<file path="src/rtl/fill_ctrl_pkg.sv">
// Shared definitions for the fill controller: register map, CTRL/STATUS bit
// positions, line-measurement FSM states and the saturating counter helper.
package fill_ctrl_pkg;

  localparam int CNT_W = 12;
  localparam logic [CNT_W-1:0] CNT_MAX = '1;

  localparam logic [2:0] ADDR_CTRL   = 3'd0;
  localparam logic [2:0] ADDR_COLOR  = 3'd1;
  localparam logic [2:0] ADDR_STATUS = 3'd2;
  localparam logic [2:0] ADDR_LINES  = 3'd3;
  localparam logic [2:0] ADDR_WIDTH  = 3'd4;

  localparam int CTRL_EN      = 0;
  localparam int CTRL_MODE_LO = 1;
  localparam int CTRL_MODE_HI = 2;
  localparam int CTRL_APPLY   = 3;
  localparam int CTRL_IRQ_EN  = 8;

  localparam int STS_DONE  = 0;
  localparam int STS_SHORT = 1;
  localparam int STS_LONG  = 2;
  localparam int STS_MISS  = 3;

  typedef enum logic [1:0] {
    S_IDLE   = 2'd0,
    S_VBLANK = 2'd1,
    S_LINE   = 2'd2,
    S_HBLANK = 2'd3
  } meas_state_e;

  function automatic logic [CNT_W-1:0] sat_inc(input logic [CNT_W-1:0] v);
    return (v == CNT_MAX) ? v : v + CNT_W'(1);
  endfunction

endpackage

</file>
<file path="src/rtl/fill_line_meas.sv">
// Line/frame measurement: tracks blanking vs active lines and gathers per-frame
// line count, short-line count and min/max width, presenting the closing values.
module fill_line_meas
  import fill_ctrl_pkg::*;
#(
  parameter logic [CNT_W-1:0] H_DISP = 12'd1280
) (
  input  logic             pre_clk,
  input  logic             rst_n,
  input  logic             i_vsRise,
  input  logic             i_de,
  output logic             o_applyOk,
  output logic             o_frame,
  output logic             o_longSet,
  output logic [CNT_W-1:0] o_lineCnt,
  output logic [CNT_W-1:0] o_shortCnt,
  output logic [CNT_W-1:0] o_min,
  output logic [CNT_W-1:0] o_max
);

  meas_state_e      r_state;
  meas_state_e      w_stateNext;
  logic [CNT_W-1:0] r_width;
  logic [CNT_W-1:0] r_lineCnt;
  logic [CNT_W-1:0] r_shortCnt;
  logic [CNT_W-1:0] r_min;
  logic [CNT_W-1:0] r_max;
  logic             w_close;
  logic [CNT_W-1:0] w_closeWidth;
  logic [CNT_W-1:0] w_lineCnt;
  logic [CNT_W-1:0] w_shortCnt;
  logic [CNT_W-1:0] w_min;
  logic [CNT_W-1:0] w_max;

  // A frame sync rise always wins over the de-driven line transitions.
  always_comb begin
    w_stateNext = r_state;
    case (r_state)
      S_IDLE:             if (i_vsRise) w_stateNext = S_VBLANK;
      S_VBLANK, S_HBLANK: if (i_vsRise) w_stateNext = S_VBLANK;
                          else if (i_de) w_stateNext = S_LINE;
      S_LINE:             if (i_vsRise) w_stateNext = S_VBLANK;
                          else if (!i_de) w_stateNext = S_HBLANK;
      default:            w_stateNext = S_IDLE;
    endcase
  end

  always_comb begin
    w_close      = (r_state == S_LINE) && (i_vsRise || !i_de);
    w_closeWidth = i_de ? sat_inc(r_width) : r_width;
    w_lineCnt    = r_lineCnt;
    w_shortCnt   = r_shortCnt;
    w_min        = r_min;
    w_max        = r_max;
    if (w_close) begin
      w_lineCnt = sat_inc(r_lineCnt);
      if (w_closeWidth < H_DISP) w_shortCnt = sat_inc(r_shortCnt);
      if (w_closeWidth < r_min)  w_min = w_closeWidth;
      if (w_closeWidth > r_max)  w_max = w_closeWidth;
    end
  end

  // Frame results include a line closed by the very sync rise that ends it.
  assign o_frame    = i_vsRise && (r_state != S_IDLE);
  assign o_longSet  = w_close && (w_closeWidth > H_DISP);
  assign o_lineCnt  = w_lineCnt;
  assign o_shortCnt = w_shortCnt;
  assign o_min      = (w_lineCnt == '0) ? '0 : w_min;
  assign o_max      = w_max;
  assign o_applyOk  = (r_state == S_IDLE) || (r_state == S_VBLANK);

  always_ff @(posedge pre_clk) begin
    if (!rst_n) begin
      r_state    <= S_IDLE;
      r_width    <= '0;
      r_lineCnt  <= '0;
      r_shortCnt <= '0;
      r_min      <= CNT_MAX;
      r_max      <= '0;
    end else begin
      r_state <= w_stateNext;
      if ((r_state != S_LINE) && (w_stateNext == S_LINE))
        r_width <= CNT_W'(1);
      else if ((r_state == S_LINE) && i_de)
        r_width <= sat_inc(r_width);
      if (o_frame) begin
        r_lineCnt  <= '0;
        r_shortCnt <= '0;
        r_min      <= CNT_MAX;
        r_max      <= '0;
      end else begin
        r_lineCnt  <= w_lineCnt;
        r_shortCnt <= w_shortCnt;
        r_min      <= w_min;
        r_max      <= w_max;
      end
    end
  end

endmodule

</file>
<file path="src/rtl/fill_ctrl.sv">
// Video filler controller: shadowed CTRL/COLOR registers copied to the filler
// on frame sync or apply_now, plus frame statistics and a sticky STATUS/irq.
module fill_ctrl
  import fill_ctrl_pkg::*;
#(
  parameter logic [CNT_W-1:0] H_DISP = 12'd1280,
  parameter logic [CNT_W-1:0] V_DISP = 12'd720
) (
  input  logic        pre_clk,
  input  logic        rst_n,
  input  logic        reg_wr,
  input  logic        reg_rd,
  input  logic [2:0]  reg_addr,
  input  logic [31:0] reg_wdata,
  output logic [31:0] reg_rdata,
  input  logic        pre_vs,
  input  logic        pre_de,
  output logic        fill_en,
  output logic [1:0]  fill_mode,
  output logic [23:0] fill_color,
  output logic        irq
);

  logic             r_vsDly;
  logic             w_vsRise;
  logic             r_en;
  logic             r_irqEn;
  logic [1:0]       r_mode;
  logic [23:0]      r_color;
  logic             w_enNext;
  logic             w_irqEnNext;
  logic [1:0]       w_modeNext;
  logic [23:0]      w_colorNext;
  logic             r_fillEn;
  logic [1:0]       r_fillMode;
  logic [23:0]      r_fillColor;
  logic [3:0]       r_status;
  logic [3:0]       w_statusSet;
  logic [3:0]       w_statusClr;
  logic [CNT_W-1:0] r_linesLine;
  logic [CNT_W-1:0] r_linesShort;
  logic [CNT_W-1:0] r_widthMin;
  logic [CNT_W-1:0] r_widthMax;
  logic [31:0]      r_rdata;
  logic [31:0]      w_rdataMux;
  logic             w_wrCtrl;
  logic             w_wrColor;
  logic             w_wrStatus;
  logic             w_apply;
  logic             w_applyOk;
  logic             w_frame;
  logic             w_longSet;
  logic [CNT_W-1:0] w_lineCnt;
  logic [CNT_W-1:0] w_shortCnt;
  logic [CNT_W-1:0] w_min;
  logic [CNT_W-1:0] w_max;
  logic             w_unusedWdata;

  assign w_vsRise      = pre_vs & ~r_vsDly;
  assign w_unusedWdata = ^reg_wdata[31:24];

  fill_line_meas #(.H_DISP(H_DISP)) u_meas (
    .pre_clk   (pre_clk),
    .rst_n     (rst_n),
    .i_vsRise  (w_vsRise),
    .i_de      (pre_de),
    .o_applyOk (w_applyOk),
    .o_frame   (w_frame),
    .o_longSet (w_longSet),
    .o_lineCnt (w_lineCnt),
    .o_shortCnt(w_shortCnt),
    .o_min     (w_min),
    .o_max     (w_max)
  );

  // The filler always receives the shadow values as updated by this cycle's write.
  always_comb begin
    w_wrCtrl    = reg_wr && (reg_addr == ADDR_CTRL);
    w_wrColor   = reg_wr && (reg_addr == ADDR_COLOR);
    w_wrStatus  = reg_wr && (reg_addr == ADDR_STATUS);
    w_enNext    = r_en;
    w_modeNext  = r_mode;
    w_irqEnNext = r_irqEn;
    w_colorNext = r_color;
    if (w_wrCtrl) begin
      w_enNext    = reg_wdata[CTRL_EN];
      w_modeNext  = reg_wdata[CTRL_MODE_HI:CTRL_MODE_LO];
      w_irqEnNext = reg_wdata[CTRL_IRQ_EN];
    end
    if (w_wrColor) w_colorNext = reg_wdata[23:0];
    w_apply = w_vsRise || (w_wrCtrl && reg_wdata[CTRL_APPLY] && w_applyOk);

    w_statusClr            = w_wrStatus ? reg_wdata[3:0] : 4'b0;
    w_statusSet            = 4'b0;
    w_statusSet[STS_DONE]  = w_frame;
    w_statusSet[STS_SHORT] = w_frame && (w_shortCnt != '0);
    w_statusSet[STS_LONG]  = w_longSet;
    w_statusSet[STS_MISS]  = w_frame && (w_lineCnt != V_DISP);

    w_rdataMux = 32'b0;
    case (reg_addr)
      ADDR_CTRL: begin
        w_rdataMux[CTRL_EN]                   = r_en;
        w_rdataMux[CTRL_MODE_HI:CTRL_MODE_LO] = r_mode;
        w_rdataMux[CTRL_IRQ_EN]               = r_irqEn;
      end
      ADDR_COLOR:  w_rdataMux = {8'b0, r_color};
      ADDR_STATUS: w_rdataMux = {28'b0, r_status};
      ADDR_LINES:  w_rdataMux = {4'b0, r_linesShort, 4'b0, r_linesLine};
      ADDR_WIDTH:  w_rdataMux = {4'b0, r_widthMax, 4'b0, r_widthMin};
      default:     w_rdataMux = 32'b0;
    endcase
  end

  always_ff @(posedge pre_clk) begin
    if (!rst_n) begin
      r_vsDly      <= 1'b0;
      r_en         <= 1'b0;
      r_mode       <= 2'b0;
      r_irqEn      <= 1'b0;
      r_color      <= 24'b0;
      r_fillEn     <= 1'b0;
      r_fillMode   <= 2'b0;
      r_fillColor  <= 24'b0;
      r_status     <= 4'b0;
      r_linesLine  <= '0;
      r_linesShort <= '0;
      r_widthMin   <= '0;
      r_widthMax   <= '0;
      r_rdata      <= 32'b0;
    end else begin
      r_vsDly <= pre_vs;
      r_en    <= w_enNext;
      r_mode  <= w_modeNext;
      r_irqEn <= w_irqEnNext;
      r_color <= w_colorNext;
      if (w_apply) begin
        r_fillEn    <= w_enNext;
        r_fillMode  <= w_modeNext;
        r_fillColor <= w_colorNext;
      end
      r_status <= (r_status & ~w_statusClr) | w_statusSet;
      if (w_frame) begin
        r_linesLine  <= w_lineCnt;
        r_linesShort <= w_shortCnt;
        r_widthMin   <= w_min;
        r_widthMax   <= w_max;
      end
      if (reg_rd) r_rdata <= w_rdataMux;
    end
  end

  assign reg_rdata  = r_rdata;
  assign fill_en    = r_fillEn;
  assign fill_mode  = r_fillMode;
  assign fill_color = r_fillColor;
  assign irq        = r_status[STS_DONE] & r_irqEn;

endmodule

</file>
<file path="config.mk">
export PLATFORM = sky130hd
export DESIGN_NAME = fill_ctrl
export DESIGN_NICKNAME = d
export VERILOG_FILES = /design/src/rtl/fill_ctrl_pkg.sv /design/src/rtl/fill_line_meas.sv /design/src/rtl/fill_ctrl.sv
export SDC_FILE = /design/constraint.sdc
export NUM_CORES = 1
export LEC_CHECK = 0
export ABC_AREA = 1
export ABC_CLOCK_PERIOD_IN_PS = 3000
export BUFFER_PORTS_ARGS = -buffer_cell sky130_fd_sc_hd__buf_2
export CAP_MARGIN = 20
export CORE_MARGIN = 2
export CORE_UTILIZATION = 53
export DETAILED_ROUTE_END_ITERATION = 8
export PLACE_DENSITY = 0.76
export SLEW_MARGIN = 25
export SYNTH_ARGS = -nofsm -noshare
export SYNTH_HDL_FRONTEND = slang
export SYNTH_SLANG_ARGS = --single-unit
</file>
<file path="constraint.sdc">
create_clock -name pre_clk -period 3 [get_ports pre_clk]
set_input_delay 0.6 -clock pre_clk [delete_from_list [all_inputs] [get_ports pre_clk]]
set_output_delay 0.6 -clock pre_clk [all_outputs]
set_load 0.1 [all_outputs]
</file>
==> qor.txt <==
final worst slack -> -0.03644 ns
crit-path cells -> buf_4 > inv_2 > nor2_4 > buf_6 > buf_4 > nand3_1 > nand2_1 > nand3_2 > nand2_2 > nand2_2 > buf_4 > ha_4 > nand4_1 > nor2_1 > nand2_2 > nand2_2 > nand2_1 > nand2_1 > nand2_1
die span in y -> 136.5 microns
worst relative slew slack -> 0.4179
# nets final -> 1471
setup_tns -> -0.1479 ns
DP HPWL -> 17450 microns
largest family of logic cells by synthesized area -> simple AND/OR/NAND/NOR gates
Worst Skew -> 0.008960 ns
Routed Antenna Nets -> 0
dpl cells -> 1598
Total Wirelength -> 25300 microns
crit-path max cell delay -> 0.35 ns
gpl congestion -> 0.8700
# IOs -> 101
Leak -> 0.005193 uW
Max IR drop VDD -> 0.0004268 V
FP Rows -> 48
Total GRT Usage -> 0.2646
mux cell area share after synthesis -> 0.008607
sequential fraction of the synthesis area -> 0.4260
CP delay by family, top -> simple AND/OR/NAND/NOR gates
worst slew pin tran -> 0.8732 ns
Antenna Cells -> 0
initial antenna violation count -> 0
Fmax -> 329.3 MHz
routed len/inst -> 15.41 microns
CP max FO -> 10
ys async rst share -> 0
Cell Area, Synth -> 9304 sq um
overall die width -> 136.5 microns
Netlist cell types -> 50
failing checks -> setup timing
Worst R2R Setup Slack -> -0.04 ns
Adder-Cell Fraction of Synth Area -> 0.03497
post-synthesis xor/xnor area fraction -> 0.01547
Clock Path Buffers -> 2
synthesized flop and latch total -> 198
ys flop type -> dfxtp_1
Vias/cell -> 5.415
Crit path buffers/inverters -> 5
vias in the first global route -> 8064
Hold Path Class -> input port to flop
top cells by area, synth -> dfxtp_1, nand2_1, inv_1
Tmin final -> 3.036 ns
initial core utilization -> 0.5398
CTS HTree Levels -> 4
Final Setup Violations -> 8
post-synthesis compound-gate area fraction -> 0.1606
Final Hold Viols -> 0
Worst Setup Path Type -> flop to flop
TritonCTS clock tree -> done
vias -> 8891
Worst EP required -> 3.31 ns
clock sink total -> 198
pin count of the biggest net entering global routing -> 68
Non-Filler Instances -> 1642
status -> finished, violations left
Synth Instances -> 1261
port bufs -> 88
layout cells sized above 1 -> 0.2399
# DRC -> 0
Avg Inst Size Synth -> 7.378 sq um
Pwr Density -> 514.5 nW/um^2
1st-pass router iterations -> 5
die footprint -> 18630 sq um
crit end category -> flop
Max Cap Viol -> 0
first-pass GRT wire length -> 38830 microns
Synth Area in Simple Gates -> 0.2550
Critical Path AT -> 3.35 ns
crit path launch type -> flop
latest clock arrival within the worst-skew pair -> 0.45 ns
Clock transition at path regs -> 0.08 ns
hold-fix buffers at CTS -> 0
RSZ-0062 raised after global routing -> yes
total gr overflow -> 0
YS warnings -> 0
Final Max Slew Viols -> 0
EDFF count, synth -> 0
root buffer cell -> clkbuf_16
DRT iter0 DRCs -> 617
Layout area overhead -> 23.20%
area leader, netlist -> dfxtp_1
number of buffers created by CTS -> 17
post-synth top area share -> 0.4260
list of most frequent post-synthesis cells -> nand2_1, dfxtp_1, inv_1
Core Box Area -> 17240 sq um
most common cell in the synthesized netlist -> nand2_1
Final period util -> 1.012
cell with the largest stage delay on the worst path -> dfxtp_2
==> kinds of logic (layout without fill, tap and decap cells) <==
kind of cell               count (synthesis)  in the layout
other                                      1              4
adders and majority gates                 26             26
AOI/OAI and AO/OA                        264            264
and+or+nand+nor                          517            518
muxes                                      8              8
xor gates and xnor gates                  13             13
buffers and inverters                    234            386
DFF                                      198            198
==> timing repair <==
action,in CTS,in global routing
hold endpoints to repair,0,0
setup endpoints to repair,13,48
gates cloned,0,3
setup buffers,1,8
pin swaps,1,24
resized for setup,5,87
==> where the power goes <==
part	switching (uW)	internal, uW	total [uW]
logic	575	189	764
clock network	1190	1220	2410
registers	31.1	2690	2720
total	1800	4100	5900
==> area by class of cell <==
class	instances	area, sq um
sequential	198	3969
clock inverter	15	203.9
inverter	173	650.6
timing repair buffer	181	1175
tap	225	281.5
multi-input combinational	833	4757
clock buffer	17	425.4
fill	1411	5774
==> tightest hold or removal path: stages <==
cell	delay, ns
buf_2	0.09
nand2_1	0.04
inv_1	0.04
==> final timing paths <==
path                                              endpoint  depth (start not counted)                      startpoint
worst max-delay path            u_meas.r_min[8]$_SDFF_PP1_                         19  u_meas.r_width[0]$_SDFFE_PN0P_
worst min register to register  r_widthMin[5]$_SDFFE_PN0P_                          2      r_widthMin[5]$_SDFFE_PN0P_
worst min-delay path                    r_vsDly$_SDFF_PN0_                          3                          pre_vs
worst max register to register  u_meas.r_min[8]$_SDFF_PP1_                         19  u_meas.r_width[0]$_SDFFE_PN0P_
==> placed cells by master, fill, tap and decap left out, types with 10 or more instances in the layout <==
cell / synthesis / layout
nand2_1: 280 / 271
dfxtp_1: 198 / 194
inv_1: 162 / 161
nor2_1: 108 / 105
buf_2: 6 / 89
buf_4: 5 / 84
o21ai_0: 100 / 81
a21oi_1: 86 / 81
nand3_1: 55 / 39
o22ai_1: 39 / 38
nand3_2: 15 / 30
nand2_2: 10 / 19
ha_1: 26 / 18
clkbuf_16: 0 / 17
o21ai_2: 6 / 15
o21ai_1: 4 / 14
nand4_1: 12 / 12
o221ai_1: 10 / 10
==> per-stage QoR <==
| stage | power, uW | setup WS, ns | hold slack (ns) | cell area [sq um] | util |
|---|---|---|---|---|---|
| finish | 5897 | -0.03644 | 0.3627 | 11460 | 0.6650 |
| global route | 6086 | -0.1414 | 0.3991 | 11460 | 0.6650 |
| CTS | 5872 | 0.01781 | 0.3588 | 11050 | 0.6411 |
| detailed placement | 3496 | -0.04441 | 0.4408 | 10400 | 0.6032 |
| global placement | 3487 | -0.005708 | 0.4417 | 10400 | 0.6032 |
| floorplan | 3309 | 0.09004 | 0.4260 | 9315 | - |
==> state kept, by name, indices dropped and copies added, names as in the netlist, 12 cells and up <==
signal,count
u_meas.r_shortCnt,12
u_meas.r_width,12
r_linesLine,12
u_meas.r_min,12
reg_rdata,28
r_widthMin,12
r_linesShort,12
r_widthMax,12
u_meas.r_lineCnt,12
r_color,24
u_meas.r_max,12
fill_color,24
==> routing by layer <==
layer / up-vias / share of wire / global-route usage
li1: 4375 / - / -
met1: 4147 / 0.43 / 0.3460
met2: 305 / 0.47 / 0.4306
met3: 64 / 0.061 / 0.05333
met4: 0 / 0.032 / 0.1024
met5: - / 0 / 0
Power figures use the tool's default switching activity.
